===== config.mk =====
export PLATFORM = sky130hd
export DESIGN_NAME = demux1to4_buf
export DESIGN_NICKNAME = d
export VERILOG_FILES = /design/src/rtl/demux1to4_buf.sv
export SDC_FILE = /design/constraint.sdc
export NUM_CORES = 1
export LEC_CHECK = 0
export BUFFER_PORTS_ARGS = -buffer_cell sky130_fd_sc_hd__clkbuf_2
export CAP_MARGIN = 30
export CELL_PAD_IN_SITES_DETAIL_PLACEMENT = 1
export CELL_PAD_IN_SITES_GLOBAL_PLACEMENT = 1
export CORE_MARGIN = 4
export CORE_UTILIZATION = 42
export CTS_CLUSTER_DIAMETER = 80
export CTS_CLUSTER_SIZE = 10
export DETAILED_ROUTE_END_ITERATION = 8
export PLACE_DENSITY_LB_ADDON = 0.1
export SKIP_LAST_GASP = 1
export SLEW_MARGIN = 5
export SYNTH_ARGS = -nofsm -noshare
export SYNTH_HDL_FRONTEND = slang
export SYNTH_SLANG_ARGS = --single-unit

===== constraint.sdc =====
create_clock -name clk -period 4.25 [get_ports clk]
set_input_delay 0.6375 -clock clk [delete_from_list [all_inputs] [get_ports clk]]
set_output_delay 0.6375 -clock clk [all_outputs]
set_load 0.1 [all_outputs]

===== src/rtl/demux1to4_buf.sv =====
// rtl/demux1to4_buf.sv - registered 1-to-4 demux into single-entry buffers; optional DEMUX1TO4_STAT_EN accept counter
module demux1to4_buf #(
    parameter int bit_size = 16
) (
    input  logic                clk,
    input  logic                rst,
    input  logic                in_valid,
    output logic                in_ready,
    input  logic [bit_size-1:0] in_data,
    input  logic [1:0]          in_sel,
    output logic [3:0]          out_valid,
    input  logic [3:0]          out_ready,
    output logic [bit_size-1:0] out0,
    output logic [bit_size-1:0] out1,
    output logic [bit_size-1:0] out2,
    output logic [bit_size-1:0] out3,
    output logic [15:0]         stat_cnt
);

    typedef enum logic {
        EMPTY = 1'b0,
        FULL  = 1'b1
    } ch_state_t;

    ch_state_t           ch_state [4];
    logic [bit_size-1:0] ch_data  [4];
    logic                acc;

    // A full channel can still take a word if its consumer drains it this cycle.
    assign in_ready = ~out_valid[in_sel] | out_ready[in_sel];
    assign acc      = in_valid & in_ready;

    always_comb begin
        out_valid = 4'b0000;
        for (int k = 0; k < 4; k++) begin
            out_valid[k] = (ch_state[k] == FULL);
        end
    end

    always_ff @(posedge clk) begin
        if (rst) begin
            for (int k = 0; k < 4; k++) begin
                ch_state[k] <= EMPTY;
                ch_data[k]  <= '0;
            end
        end else begin
            for (int k = 0; k < 4; k++) begin
                if (acc && (in_sel == 2'(k))) begin
                    ch_state[k] <= FULL;
                    ch_data[k]  <= in_data;
                end else if (out_valid[k] && out_ready[k]) begin
                    ch_state[k] <= EMPTY;
                end
            end
        end
    end

    assign out0 = ch_data[0];
    assign out1 = ch_data[1];
    assign out2 = ch_data[2];
    assign out3 = ch_data[3];

`ifdef DEMUX1TO4_STAT_EN
    logic [15:0] cnt_q;

    always_ff @(posedge clk) begin
        if (rst) begin
            cnt_q <= 16'h0000;
        end else if (acc) begin
            cnt_q <= cnt_q + 16'h0001;
        end
    end

    assign stat_cnt = cnt_q;
`else
    assign stat_cnt = 16'h0000;
`endif

endmodule

# Word level (Yosys, flattened, before mapping)
# Memory sizes are Yosys's and may differ from the RTL's.
# Index checks and enable logic that the tools add are counted.
[totals]
register_bits = 0
latchBits = 0
ramBits = 68
rom_bits = 0
in_bits = 25
out_inout_bits = 85
wordCells = 76
n_memories = 2
[mem_list]
columns = ["memory", "words", "width", "rd", "rd_ports_with_merged_regs", "write_ports", "line", "source"]
rows = [
  ["ch_data", 4, 16, 4, 0, 4, "26", "logic [bit_size-1:0] ch_data [4];"],
  ["ch_state", 4, 1, 4, 0, 4, "25", "ch_state_t ch_state [4];"],
]
[op_classes]
n_addsub = 0
n_mul = 0
n_div = 0
order_cmp = 1
n_eq_ne = 3
shift = 0
mux = 46
n_bitwise = 15
reduce_logical = 9
[op_table]
columns = ["op", "n"]
rows = [
  ["16-bit 2-to-1 mux", 4],
  ["1-bit 2-to-1 mux", 40],
  ["1-bit bitwise OR", 13],
  ["1-bit logical AND", 8],
  ["1-bit binary-select mux with 2-bit select", 2],
  ["2-bit == test, second input constant", 2],
  ["2-bit by 3-bit less-than comparator with 1-bit output, second input constant", 1],
  ["2-bit by 1-bit == test with 1-bit output, second input constant", 1],
  ["2-bit zero test", 1],
  ["1-bit AND", 1],
  ["1-bit inverter", 1],
]

# Depth between registers and ports, before layout
# Gate-level depths: netlist of run 1.
# An unclocked memory read counts as a cell.
[logic_depth]
word_depth = 12
mapped_depth = 4
ltp_nobuf = 2

# Worst setup path before layout of run 1
# OpenSTA, ideal clock, no wires.
[synth_path]
kind = "input to register"
from = "input port in_sel[0]"
to = "memory ch_data[0][0], enable pin"
setup_time_ns = 0.414
t_arrival_ns = 2.278
t_required_ns = 3.836
path_slack_ns = 1.558
stages = 3
path_buffers = 1
path_cell_list = "or2_1 buf_6 o31ai_1"
[synth_lines]
columns = ["item", "line", "source"]
rows = [
  ["start, declared", "10", "input logic [1:0] in_sel,"],
  ["end, declared", "26", ""],
]

# Worst setup path in the final report of run 1
[layout_path]
from = "input port out_ready[1]"
to = "output port in_ready"
[layout_between]
elab_chain_len = 3
[layout_rtl]
columns = ["item", "line", "source"]
rows = [
  ["start, declared", "12", "input logic [3:0] out_ready,"],
  ["1-bit binary-select mux with 2-bit select", "30", "assign in_ready = ~out_valid[in_sel] | out_ready[in_sel];"],
  ["1-bit 2-to-1 mux (implied by the code)", "30", ""],
  ["1-bit bitwise OR", "30", ""],
  ["end, declared", "8", "output logic in_ready,"],
]
# No other way between the ends. The select of a mux whose other input is x is not followed.

==> results.yml, run 1 <==
detailed_routing:
  drt_iter0_markers: 43
  avgViaCountPerCell: 5.091
  vias: 2077
  wl_um: 7436
  routedWlPerCell_um: 18.23
  firstDrtPassIters: 4
  drcViolationCount: 0
  ant_nets: 0
floorplan:
  rows: 30
  core_area_mm2: 0.006907
  die_h_um: 93.10
  start_util_pct: 44.04
  die_area_mm2: 0.008668
  die_w_um: 93.10
  ios: 110
grt:
  grt_max_degree: 23
  grt_pass1_vias: 2142
  grt-ovfl-total: 0
  grt_pass1_wl_um: 11630
  grtUsageTotal_pct: 17.94
  antenna_found_initial: 0
placed_design:
  dp_hpwl_um: 5503
  gp_congestion: 0.7382
  placement.io_buffers: 93
  placed_area_mm2: 0.003475
clock_tree:
  cts.path.max_buffers: 2
  root_buffer: "clkbuf_8"
  path_clk_slew_ns: 0.07
  clock_sinks: 68
  postCtsSetupBuffers: 0
  htreeDepth: 3
  cts_resized: 0
  holdBufCountCts: 0
  clk_latency_ns: 0.32
  cts_tree: "done"
  cts_made_buffers: 9
timing:
  clock-skew-final_ns: 0.001227
  rsz0062_at_grt: "false"
  slew_headroom_pct: 42.27
  hold_violations: 0
  drv_slew: 0
  setup_viol: 0
  fin_crit_sh_pct: 55.98
  tightest_slew_ns: 0.8660
  max_freq_mhz: 420.3
  finalSetupTns_ns: 0
  period_minus_slack_ns: 2.379
cells_and_area:
  diodes: 0
  nFillCells: 786
  fin_area_mm2: 0.003636
  areaGrowthSynthToFinish_pct: 19.54
  drive_above_1_share_pct: 41.35
  fin_nets: 333
yosys:
  ys_ff_latch: 68
  yosys_warnings: 0
  yosysTopAreaCellShare_pct: 67.13
  yosysUniqueCellTypes: 18
  yosysSeqAreaShare_pct: 67.13
  avgSynthCellArea_um2: 13.83
  yosys.area.top_type: "edfxtp_1"
  synthCells: 220
  synth_area_mm2: 0.003042
  synthTopCellsByArea: "edfxtp_1 (67%), nor3_1 (9.2%), buf_4 (5.7%), nor3_2 (3.9%), nand3b_1 (3.9%)"
power_and_ir_drop:
  power_switching_uw: 643.4
  intPower_mw: 1.025
  vdd_drop_max_mv: 0.1653
  pwr_density_cell_mw_per_mm2: 458.9
  power.share.sequential_pct: 47.4
  p_clk_share_pct: 24.7
  p_sw_share_pct: 38.56
  p_comb_share_pct: 27.9
  p_leak_nw: 1.434
worst_setup_path:
  crit_path_max_fanout: 3
  criticalPathCategory: "input pin to primary output"
  cp.arrival_ns: 1.74
  cp.required_ns: 3.61
  crit_path_end_kind: "primary output"
  crit_path_start_kind: "input pin"
run:
  cap_violations: 0
min_path:
  hp-class: "register to register"
outcome:
  outcome: "completed"
## logic make-up (layout without fill, tap and decap cells)
| family | after synthesis | after routing | share of synthesized area, % |
|---|---|---|---|
| other | 1 | 16 | 0.1233 |
| buffers and inverters | 41 | 118 | 9.585 |
| DFF | 68 | 68 | 67.13 |
| AOI/OAI and AO/OA | 12 | 12 | 2.633 |
| muxes | 1 | 1 | 0.7404 |
| and+or+nand+nor | 97 | 97 | 19.79 |
## state kept, by name (all words and copies together) (netlist names)
| name | cells |
|---|---|
| ch_state | 4 |
| ch_data | 64 |
## through the flow
stage               util, %  hold WS [ns]  setup WS, ns  total power, mW  instances
floorplan                 -        0.6028         1.558            1.218        235
global placement      50.31        0.6404         1.901            1.266        392
detailed placement    50.31        0.6458         1.867            1.271        392
CTS                   52.43        0.6516         1.867            1.682        407
global route          52.64        0.6768         1.827            1.730        408
finish                52.64        0.6595         1.871            1.668        408
## area by class of cell
type	count	area (um2)	share of cell area, %
sequential	68	2042	56.16
multi-input combinational	126	787.0	21.64
timing repair buffer	101	533.0	14.66
clock buffer	9	123.9	3.407
tap	96	120.1	3.304
clock inverter	6	22.52	0.6194
inverter	2	7.507	0.2065
## critical path, cell delays in order
cell and delay [ns]:
clkbuf_2 0.09, nand2b_1 0.16, mux4_2 0.47, clkbuf_2 0.38
## final timing paths
check	depth (start not counted)	startpoint	endpoint	slack, ns
min reg2reg	2	ch_state[3]	ch_state[3]	0.66
max	4	out_ready[1]	in_ready	1.87
max reg2reg	4	ch_state[3]	ch_data[3][9]	2.56
min	2	ch_state[3]	ch_state[3]	0.66
## Yosys cell counts (all sizes together)
library cell / count
edfxtp: 68
nor3: 68
buf: 37
nand3b: 16
o31ai: 8
nand2b: 7
a21oi: 4
nor2b: 4
clkbuf: 2
inv: 2
conb: 1
mux4: 1
nand2: 1
or2: 1
## placed cells by master, fill, tap and decap left out
| cell | Yosys | layout |
|---|---|---|
| o31ai_1 | 8 | 4 |
| nor2b_2 | 0 | 1 |
| or2_1 | 1 | 1 |
| clkbuf_8 | 0 | 9 |
| mux4_2 | 1 | 1 |
| nor3_1 | 56 | 56 |
| nand2_2 | 1 | 1 |
| buf_4 | 23 | 7 |
| conb_1 | 1 | 16 |
| nand2b_1 | 7 | 7 |
| nand3b_1 | 16 | 16 |
| clkbuf_2 | 0 | 93 |
| edfxtp_1 | 68 | 68 |
| clkinv_1 | 0 | 6 |
| o31ai_2 | 0 | 4 |
| inv_1 | 2 | 2 |
| nor2b_1 | 4 | 3 |
| buf_8 | 0 | 1 |
| a21oi_1 | 4 | 4 |
| nor3_2 | 12 | 12 |
## per-layer routing
| metal | up-vias | global-route usage [%] | wire length (um) |
|---|---|---|---|
| li1 | 960 | - | - |
| met1 | 1029 | 23.78 | 3211 |
| met2 | 80 | 29.45 | 3746 |
| met3 | 8 | 3.298 | 373 |
| met4 | 0 | 6.716 | 104 |
| met5 | - | 0 | 0 |
## power groups by stage
stage | Combinational, mW | Sequential, mW | Clock (mW)
after CTS | 0.466 | 0.792 | 0.425
after global placement | 0.461 | 0.805 | 0
after floorplan | 0.169 | 1.05 | 0
final | 0.465 | 0.791 | 0.412
after detailed placement | 0.465 | 0.806 | 0
after global routing | 0.481 | 0.794 | 0.456
Note: power is estimated with default switching activity, not from simulation.
==> inputs of run 2 (changes only) <==
CORE_UTILIZATION = 39   (was 42)
clock period = 2.5 ns   (was 4.25 ns; I/O delays follow)
==> run 2 against run 1 <==
  * First-iteration DRC count up 35%
  * Clock skew up 0.0062 ns
  * Via count down 1.6%
  * Final area up 2.8%
  * Clock power up 130%
  * Highest routed layer unchanged
  * Non-clock buffer count up 5
  * Sequential power up 69%
  * Clock-buffer cell count unchanged
  * Power up 86%
  * Core utilization down 2.2 points
  * Combinational power up 71%
  * Critical path depth down 1
==> results.yml, run 2 (same netlist as run 1, synthesis figures left out) <==
outcome:
  outcome: "completed"
power_and_ir_drop:
  p_comb_share_pct: 25.6
  power.share.sequential_pct: 43.2
  pwr_density_cell_mw_per_mm2: 830.6
  p_clk_share_pct: 31.2
  p_sw_share_pct: 36.62
  vdd_drop_max_mv: 0.3405
  intPower_mw: 1.968
  power_switching_mw: 1.137
  p_leak_nw: 1.482
detailed_routing:
  avgViaCountPerCell: 4.899
  drcViolationCount: 0
  vias: 2043
  ant_nets: 0
  firstDrtPassIters: 5
  routedWlPerCell_um: 17.43
  drt_iter0_markers: 58
  wl_um: 7268
grt:
  antenna_found_initial: 0
  grt-ovfl-total: 0
  grt_pass1_wl_um: 11180
  grtUsageTotal_pct: 16.56
  grt_max_degree: 23
  grt_pass1_vias: 2057
worst_setup_path:
  crit_path_end_kind: "primary output"
  crit_path_start_kind: "register"
  r2r_slack_ns: 0.91
  cp.arrival_ns: 1.65
  crit_start: "ch_state[2]"
  cp.required_ns: 2.12
  r2r-start: "ch_state[3]"
  cp-endpoint: "in_ready"
  rr_endpoint: "ch_data[3][8]"
  r2r_cells: 3
  criticalPathCategory: "register to primary output"
  crit_path_max_fanout: 4
floorplan:
  die_w_um: 96.31
  die_h_um: 96.31
  core_area_mm2: 0.007408
  ios: 110
  die_area_mm2: 0.009276
  rows: 31
  start_util_pct: 41.06
cells_and_area:
  nFillCells: 823
  top_regs: "ch_data x64, ch_state x4"
  regMostFlops: "ch_data"
  diodes: 0
  drive_above_1_share_pct: 43.71
  seq_area_mm2: 0.002042
  fin_nets: 338
  largest_reg_flops: 64
  multi_input_area_um2: 787.0
  areaGrowthSynthToFinish_pct: 22.91
  layout_common_cells: "clkbuf_2 (93), edfxtp_1 (68), nor3_1 (56)"
  final_common_cell: "clkbuf_2"
placed_design:
  dp_hpwl_um: 5496
  gp_congestion: 0.7434
  placement.io_buffers: 93
clock_tree:
  clk_latency_ns: 0.34
  cts_resized: 0
  path_clk_slew_ns: 0.08
  root_buffer: "clkbuf_8"
  cts.path.max_buffers: 2
  postCtsSetupBuffers: 0
  clock_sinks: 68
  htreeDepth: 3
  cts_made_buffers: 9
  holdBufCountCts: 0
  cts_tree: "done"
timing:
  period_minus_slack_ns: 2.027
  max_freq_mhz: 493.3
  drv_slew: 0
  clock-skew-final_ns: 0.007427
  rsz0062_at_grt: "false"
  hold_violations: 0
  tightest_slew_ns: 0.5593
  fin_crit_sh_pct: 81.09
  slew_headroom_pct: 62.87
  finalSetupTns_ns: 0
  setup_viol: 0
  fin_hold_ws_ns: 0.3910
min_path:
  hold-path-cell-count: 3
  hp-class: "input pin to register"
run:
  cap_violations: 0
-- run 2: worst max-delay path, cell delays in order (launching register included) --
cell and delay, ns:
edfxtp_1 0.41, nand2b_1 0.08, mux4_2 0.44, clkbuf_2 0.38
-- run 2: final cells by class --
type | count | area share, %
repair buffers | 106 | 15.06
well taps | 99 | 3.313
flip-flops and latches | 68 | 54.62
inverters | 2 | 0.2008
clock inverters | 7 | 2.443
multi-input cells | 126 | 21.05
clock buffers | 9 | 3.313
-- run 2: power groups by stage --
stage / Clock [mW] / Combinational (mW) / Sequential, mW
after detailed placement: 0 / 0.798 / 1.37
after CTS: 0.990 / 0.799 / 1.34
after global placement: 0 / 0.793 / 1.37
after global routing: 1.04 / 0.824 / 1.35
final: 0.968 / 0.795 / 1.34
after floorplan: 0 / 0.288 / 1.78
-- run 2: per-layer routing --
layer	part of all wire, %	track usage [%]	vias up
met5	0	0	-
met4	0.73	7.009	0
met3	5.7	2.893	4
met2	47	25.01	78
met1	47	23.51	984
li1	-	-	977
-- run 2: metrics by stage --
stage	instance area (um2)	cells	power, mW	util (%)	setup slack, ns
global route	3739	417	3.215	50.46	0.3791
floorplan	3098	235	2.071	-	0.07006
finish	3739	417	3.105	50.46	0.4726
global placement	3523	401	2.163	47.56	0.6831
CTS	3739	417	3.133	50.46	0.4629
detailed placement	3523	401	2.167	47.56	0.6763
-- run 2: worst min path at each step --
stage | startpoint | endpoint | slack (ns)
after floorplan | out_ready[2] | ch_state[2] | 0.60
after global placement | ch_state[0] | ch_state[0] | 0.64
after detailed placement | ch_state[1] | ch_state[1] | 0.64
after CTS | out_ready[1] | ch_state[1] | 0.37
after global routing | out_ready[1] | ch_state[1] | 0.39
final | out_ready[1] | ch_state[1] | 0.39
